--- src/rtl/mem_arbiter_if.sv ---
// Bundle of the two requester ports and the shared data-memory pins.
// The arbiter uses the slave view; the requesters and memory use the master view.
interface mem_arbiter_if #(
  parameter int SIZE = 32
);
  logic            req0, req1;
  logic            we0, we1;
  logic [SIZE-1:0] addr0, addr1;
  logic [SIZE-1:0] wdata0, wdata1;
  logic            ack0, ack1;
  logic            err0, err1;
  logic [SIZE-1:0] rdata0, rdata1;
  logic            busy;
  logic            memRead, memWrite;
  logic [SIZE-1:0] address;
  logic [SIZE-1:0] WriteData;
  logic [SIZE-1:0] ReadData;

  modport slave (
    input  req0, req1, we0, we1, addr0, addr1, wdata0, wdata1, ReadData,
    output ack0, ack1, err0, err1, rdata0, rdata1, busy,
           memRead, memWrite, address, WriteData
  );

  modport master (
    output req0, req1, we0, we1, addr0, addr1, wdata0, wdata1, ReadData,
    input  ack0, ack1, err0, err1, rdata0, rdata1, busy,
           memRead, memWrite, address, WriteData
  );
endinterface

--- src/rtl/mem_arbiter.sv ---
// Round-robin arbiter/sequencer for the shared single-port data memory:
// one word access per grant, illegal addresses rejected without a strobe.
module mem_arbiter #(
  parameter int SIZE      = 32,
  parameter int MEM_BYTES = 2001
) (
  input logic          clk,
  input logic          rst_n,
  mem_arbiter_if.slave bus
);

  // state  | meaning
  // IDLE   | waiting for a request; arbitration happens at the edge leaving it
  // ACCESS | one strobe cycle on the memory pins
  // DONE   | one-cycle ack (with err) to the granted port
  typedef enum logic [1:0] {IDLE = 2'd0, ACCESS = 2'd1, DONE = 2'd2} state_t;

  state_t          state, state_nxt;
  logic            last_grant, lat_we, lat_id, lat_err;
  logic            win, win_we, win_legal, grant;
  logic            we_nxt, id_nxt, err_nxt;
  logic [SIZE-1:0] win_addr, win_wdata;
  logic [SIZE:0]   win_end;
  logic [SIZE-1:0] address_q, wdata_q, rdata0_q, rdata1_q;
  logic            ack0_q, ack1_q, err0_q, err1_q, rd_q, wr_q;

  always_comb begin
    win       = (bus.req0 && bus.req1) ? ~last_grant : bus.req1;
    win_we    = win ? bus.we1    : bus.we0;
    win_addr  = win ? bus.addr1  : bus.addr0;
    win_wdata = win ? bus.wdata1 : bus.wdata0;
    // one extra bit so an address near the top wraps into "out of range"
    win_end   = {1'b0, win_addr} + (SIZE+1)'(SIZE/8 - 1);
    win_legal = (win_addr[1:0] == 2'b00) && (win_end <= (SIZE+1)'(MEM_BYTES - 1));
    grant     = (state == IDLE) && (bus.req0 || bus.req1);
    we_nxt    = grant ? win_we     : lat_we;
    id_nxt    = grant ? win        : lat_id;
    err_nxt   = grant ? !win_legal : lat_err;

    state_nxt = state;
    case (state)
      IDLE:    if (grant) state_nxt = win_legal ? ACCESS : DONE;
      ACCESS:  state_nxt = DONE;
      DONE:    state_nxt = IDLE;
      default: state_nxt = IDLE;
    endcase
  end

  always_ff @(posedge clk or negedge rst_n) begin
    if (!rst_n) state <= IDLE;
    else        state <= state_nxt;
  end

  always_ff @(posedge clk or negedge rst_n) begin
    if (!rst_n) begin
      last_grant <= 1'b1;
      lat_we     <= 1'b0;
      lat_id     <= 1'b0;
      lat_err    <= 1'b0;
      address_q  <= '0;
      wdata_q    <= '0;
      rdata0_q   <= '0;
      rdata1_q   <= '0;
      ack0_q     <= 1'b0;
      ack1_q     <= 1'b0;
      err0_q     <= 1'b0;
      err1_q     <= 1'b0;
      rd_q       <= 1'b0;
      wr_q       <= 1'b0;
    end else begin
      if (grant) begin
        lat_we     <= win_we;
        lat_id     <= win;
        lat_err    <= !win_legal;
        last_grant <= win;
        // memory pins keep their previous value across rejected accesses
        if (win_legal) begin
          address_q <= win_addr;
          wdata_q   <= win_wdata;
        end
      end
      if (state == ACCESS && !lat_we) begin
        if (lat_id) rdata1_q <= bus.ReadData;
        else        rdata0_q <= bus.ReadData;
      end
      ack0_q <= (state_nxt == DONE) && !id_nxt;
      ack1_q <= (state_nxt == DONE) &&  id_nxt;
      err0_q <= (state_nxt == DONE) && !id_nxt && err_nxt;
      err1_q <= (state_nxt == DONE) &&  id_nxt && err_nxt;
      rd_q   <= (state_nxt == ACCESS) && !we_nxt;
      wr_q   <= (state_nxt == ACCESS) &&  we_nxt;
    end
  end

  assign bus.ack0      = ack0_q;
  assign bus.ack1      = ack1_q;
  assign bus.err0      = err0_q;
  assign bus.err1      = err1_q;
  assign bus.rdata0    = rdata0_q;
  assign bus.rdata1    = rdata1_q;
  assign bus.busy      = (state != IDLE);
  assign bus.memRead   = rd_q;
  assign bus.memWrite  = wr_q;
  assign bus.address   = address_q;
  assign bus.WriteData = wdata_q;

endmodule

--- src/flat_wrapper.sv ---
// flat-port wrapper written by rule: the top's interface ports become plain ports
module mem_arbiter_flat 
#(
  parameter int SIZE      = 32,
  parameter int MEM_BYTES = 2001
)
  (clk, rst_n, bus_req0, bus_req1, bus_we0, bus_we1, bus_addr0, bus_addr1, bus_wdata0, bus_wdata1, bus_ReadData, bus_ack0, bus_ack1, bus_err0, bus_err1, bus_rdata0, bus_rdata1, bus_busy, bus_memRead, bus_memWrite, bus_address, bus_WriteData);
  mem_arbiter_if #(.SIZE(SIZE)) bus_i ();
  input logic clk;
  input logic rst_n;
  input wire logic [$bits(bus_i.req0)-1:0] bus_req0;
  input wire logic [$bits(bus_i.req1)-1:0] bus_req1;
  input wire logic [$bits(bus_i.we0)-1:0] bus_we0;
  input wire logic [$bits(bus_i.we1)-1:0] bus_we1;
  input wire logic [$bits(bus_i.addr0)-1:0] bus_addr0;
  input wire logic [$bits(bus_i.addr1)-1:0] bus_addr1;
  input wire logic [$bits(bus_i.wdata0)-1:0] bus_wdata0;
  input wire logic [$bits(bus_i.wdata1)-1:0] bus_wdata1;
  input wire logic [$bits(bus_i.ReadData)-1:0] bus_ReadData;
  output wire logic [$bits(bus_i.ack0)-1:0] bus_ack0;
  output wire logic [$bits(bus_i.ack1)-1:0] bus_ack1;
  output wire logic [$bits(bus_i.err0)-1:0] bus_err0;
  output wire logic [$bits(bus_i.err1)-1:0] bus_err1;
  output wire logic [$bits(bus_i.rdata0)-1:0] bus_rdata0;
  output wire logic [$bits(bus_i.rdata1)-1:0] bus_rdata1;
  output wire logic [$bits(bus_i.busy)-1:0] bus_busy;
  output wire logic [$bits(bus_i.memRead)-1:0] bus_memRead;
  output wire logic [$bits(bus_i.memWrite)-1:0] bus_memWrite;
  output wire logic [$bits(bus_i.address)-1:0] bus_address;
  output wire logic [$bits(bus_i.WriteData)-1:0] bus_WriteData;
  assign bus_i.req0 = bus_req0;
  assign bus_i.req1 = bus_req1;
  assign bus_i.we0 = bus_we0;
  assign bus_i.we1 = bus_we1;
  assign bus_i.addr0 = bus_addr0;
  assign bus_i.addr1 = bus_addr1;
  assign bus_i.wdata0 = bus_wdata0;
  assign bus_i.wdata1 = bus_wdata1;
  assign bus_i.ReadData = bus_ReadData;
  assign bus_ack0 = bus_i.ack0;
  assign bus_ack1 = bus_i.ack1;
  assign bus_err0 = bus_i.err0;
  assign bus_err1 = bus_i.err1;
  assign bus_rdata0 = bus_i.rdata0;
  assign bus_rdata1 = bus_i.rdata1;
  assign bus_busy = bus_i.busy;
  assign bus_memRead = bus_i.memRead;
  assign bus_memWrite = bus_i.memWrite;
  assign bus_address = bus_i.address;
  assign bus_WriteData = bus_i.WriteData;
  mem_arbiter #(.SIZE(SIZE), .MEM_BYTES(MEM_BYTES)) u_core (.clk(clk), .rst_n(rst_n), .bus(bus_i));
endmodule
--- config.mk ---
export PLATFORM = sky130hd
export DESIGN_NAME = mem_arbiter_flat
export DESIGN_NICKNAME = d
export VERILOG_FILES = /design/src/rtl/mem_arbiter_if.sv /design/src/rtl/mem_arbiter.sv /design/src/flat_wrapper.sv
export SDC_FILE = /design/constraint.sdc
export NUM_CORES = 1
export LEC_CHECK = 0
export CAP_MARGIN = 10
export CORE_ASPECT_RATIO = 0.5
export CORE_MARGIN = 2
export CORE_UTILIZATION = 25
export DETAILED_ROUTE_END_ITERATION = 10
export GPL_ROUTABILITY_DRIVEN = 0
export GPL_TIMING_DRIVEN = 0
export PLACE_DENSITY = 0.52
export REMOVE_ABC_BUFFERS = 1
export SETUP_SLACK_MARGIN = 0.1
export SYNTH_ARGS = -nofsm -noshare
export SYNTH_HDL_FRONTEND = slang
export SYNTH_SLANG_ARGS = --single-unit
export TNS_END_PERCENT = 100
--- constraint.sdc ---
create_clock -name clk -period 5 [get_ports clk]
set_clock_uncertainty 0.1 [all_clocks]
set_input_delay 1 -clock clk [delete_from_list [all_inputs] [get_ports clk]]
set_output_delay 1 -clock clk [all_outputs]
set_load 0.03 [all_outputs]
==> run_results.csv <==
group,metric,value,unit
outcome,status,"finished clean",
route,routed_wl,23500,um
clock_network,clkLatencyLatePin,420,ps
route,dr.pass1.iters,4,
setup_path,crit_type,"in -> reg",
placed_design,placed_cells,1265,
route,vias,5969,
synthesis,synth.avg_cell_area,10.9,sq um
synthesis,netlist_area,0.00681,sq mm
layout,multiInputGateArea,0.00321,sq mm
layout,nNetsFinal,1105,
timing,period_share,0.955,
grt,antenna_found_initial,1,
clock_network,cts.htree.levels,4,
timing,setup_viol,0,
pwr,ir_worst_vdd,0.291,mV
synthesis,synth_cell_types,58,
layout,finalNonFillerCells,1304,
timing,hold_violations,0,
floorplanning,die_w,237,um
setup_path,worstPathMaxFanout,41,
grt,grt_pass1_vias,6303,
synthesis,ys_seq_elements,140,
floorplanning,start_util,0.256,
pwr,p_leak,5.05,nW
layout,drive_gt1_frac,0.182,
synthesis,synthArstFlopShare,1.00,
pwr,power_density,267,mW/mm^2
synthesis,synth_edf_count,0,
clock_network,clk_pin_slew,60,ps
layout,utilization,0.417,
timing,fmax,0.209,GHz
synthesis,synth_cells,627,
floorplanning,pin_count,301,
floorplanning,die-height,121,um
floorplanning,rows,42,
route,wl_per_cell,18.0,um
route,first_iter_violations,272,
hold_path,hold_class,"reg -> reg",
placed_design,dp_hpwl,17900,um
clock_network,clk_path_buf_depth,2,
synthesis,ys_seq_area_frac,0.515,
setup_path,start_kind,"primary input",
layout,regArea,0.00350,sq mm
timing,rsz0062_at_grt,"no",
route,postRouteAntennaNets,0,
grt,track_usage,0.166,
layout,fill_cells,2560,
route,viasPerCell,4.58,
floorplanning,die_area,0.0287,sq mm
timing,relSlewSlack,0.549,
setup_path,startpoint,"bus_req0",
clock_network,cts_sinks,140,
grt,grt_max_degree,72,
clock_network,ctsHoldBuffers,0,
setup_path,arrival,4990,ps
synthesis,ys.flop_type,"dfrtp_1",
setup_path,r2r-start,"u_core.last_grant",
clock_network,cts_tree,"built",
pwr,p_total,0.00297,W
hold_path,hold_start,"u_core.bus.WriteData[4]",
timing,tightestPinTransition,676,ps
setup_path,cp-end-kind,"flop",
flow_run,cap_violations,0,
synthesis,ys_warn_count,0,
layout,area.growth.synth_to_final,62.9,%
timing,final_max_slew_viol_count,0,
route,drcViolationCount,0,
grt,overflow,0,
setup_path,worstPathRequired,5210,ps
placed_design,io_buffers,300,
timing,period_needed,4770,ps
clock_network,cts_buffers,17,
clock_network,cts_root_buf,"clkbuf_16",
floorplanning,coreArea,0.0266,sq mm
timing,hold_ws,388,ps
grt,grt_pass1_wl,36600,um
[power breakdown]
part           internal (W)  switching [W]
sequential          0.00115      0.0000123
combinational      0.000214       0.000220
clock              0.000873       0.000500
[layout make-up]
type / instances / area share
Clock buffer: 21 / 0.0424
Tap cell: 352 / 0.0397
Sequential cell: 140 / 0.316
Inverter: 7 / 0.00237
Timing Repair Buffer: 319 / 0.296
Antenna cell: 1 / 0.000226
Multi-Input combinational cell: 454 / 0.289
Clock inverter: 10 / 0.0145
[sequential cells by signal, indices dropped and copies added, names as in the netlist, 2 cells and up]
signal / flops
u_core.bus.WriteData: 32
u_core.bus.address: 32
u_core.bus.rdata0: 32
u_core.bus.rdata1: 32
u_core.state: 2
[final timing paths]
kind,endpoint,slack [ps],depth (start not counted)
setup / recovery,u_core.bus.WriteData[26],230,13
hold / removal,u_core.bus.WriteData[4],390,1
setup reg to reg,u_core.bus.WriteData[26],770,12
hold reg to reg,u_core.bus.WriteData[4],390,1
max in group asynchronous,u_core.bus.WriteData[26],3550,2
min in group asynchronous,u_core.bus.rdata0[1],470,1
[cell usage after synthesis (all sizes together) (2+ instances only)]
library cell	count	area, sq um
o22ai	3	18.8
dfrtp	139	3480
a31oi	6	37.5
o211a	4	40.0
xnor2	6	52.6
and3	12	75.1
o32ai	3	33.8
and4b	2	20.0
nand3	21	105
buf	12	81.3
inv	7	26.3
a21boi	3	26.3
nand2	143	537
a2111oi	2	17.5
and2	6	37.5
nand4	15	93.8
xor2	6	52.6
o21a	2	15.0
clkbuf	16	60.1
nor3b	2	15.0
nor3	14	81.3
mux2i	12	120
nor2b	26	163
o21ai	7	35.0
a311oi	4	35.0
or4	2	18.8
mux2	110	1240
nor2	15	56.3
or3	2	12.5
a21oi	4	20.0
nor4	2	12.5
[per-stage QoR]
stage | setup TNS [ps] | setup WS [ps] | cell area [sq um]
6_report | 0 | 226 | 11100
5_1_grt | 0 | 103 | 11100
4_1_cts | 0 | 231 | 11100
3_5_place_dp | -71140 | -1280 | 10400
3_3_place_gp | -716340 | -4370 | 10100
2_1_floorplan | -108680 | -1740 | 6670
[cells by family (layout without fill, tap and decap cells)]
logic type | after synthesis | after routing | share of synthesized area
buf+inv | 35 | 357 | 0.0246
simple gates | 264 | 264 | 0.182
compound gates | 54 | 56 | 0.0638
xor+xnor | 12 | 12 | 0.0154
other cells | 0 | 1 | 0
mux | 122 | 122 | 0.200
flops | 140 | 140 | 0.515
[metal layers]
| layer | vias up | track usage | wire length, um |
|---|---|---|---|
| li1 | 2841 | - | - |
| met1 | 2956 | 0.196 | 9970 |
| met2 | 128 | 0.298 | 12100 |
| met3 | 44 | 0.0276 | 688 |
| met4 | 0 | 0.0723 | 738 |
| met5 | - | 0 | 0 |
[layout by cell type, fill, tap and decap left out, types with 6 or more instances in the layout]
cell	instances
a31oi_1	6
and2_1	6
and3_1	12
buf_4	6
buf_6	7
clkbuf_16	17
clkdlybuf4s50_1	297
dfrtp_1	139
inv_1	7
mux2_2	107
mux2i_1	12
nand2_1	143
nand3_1	21
nand4_1	15
nor2_1	15
nor2b_1	26
nor3_1	11
o21ai_0	7
xnor2_1	6
xor2_1	6
[timing repair]
action / 4_1_cts / 5_1_grt
resized for setup: 7 / 1
cloned: 2 / 0
endpoints found under the setup margin: 67 / 11
setup buffers: 3 / 2
pin swaps: 3 / 1
[critical path: stages]
cell	delay, ps
dlygate4sd2_1	360
a21bo_4	280
buf_12	170
or4_4	570
o32ai_4	150
a21boi_2	240
mux2_2	360
a211o_1	310
or3_1	450
nor3_4	320
buf_16	200
buf_12	180
mux2_2	340
(Power assumes the default switching activity.)
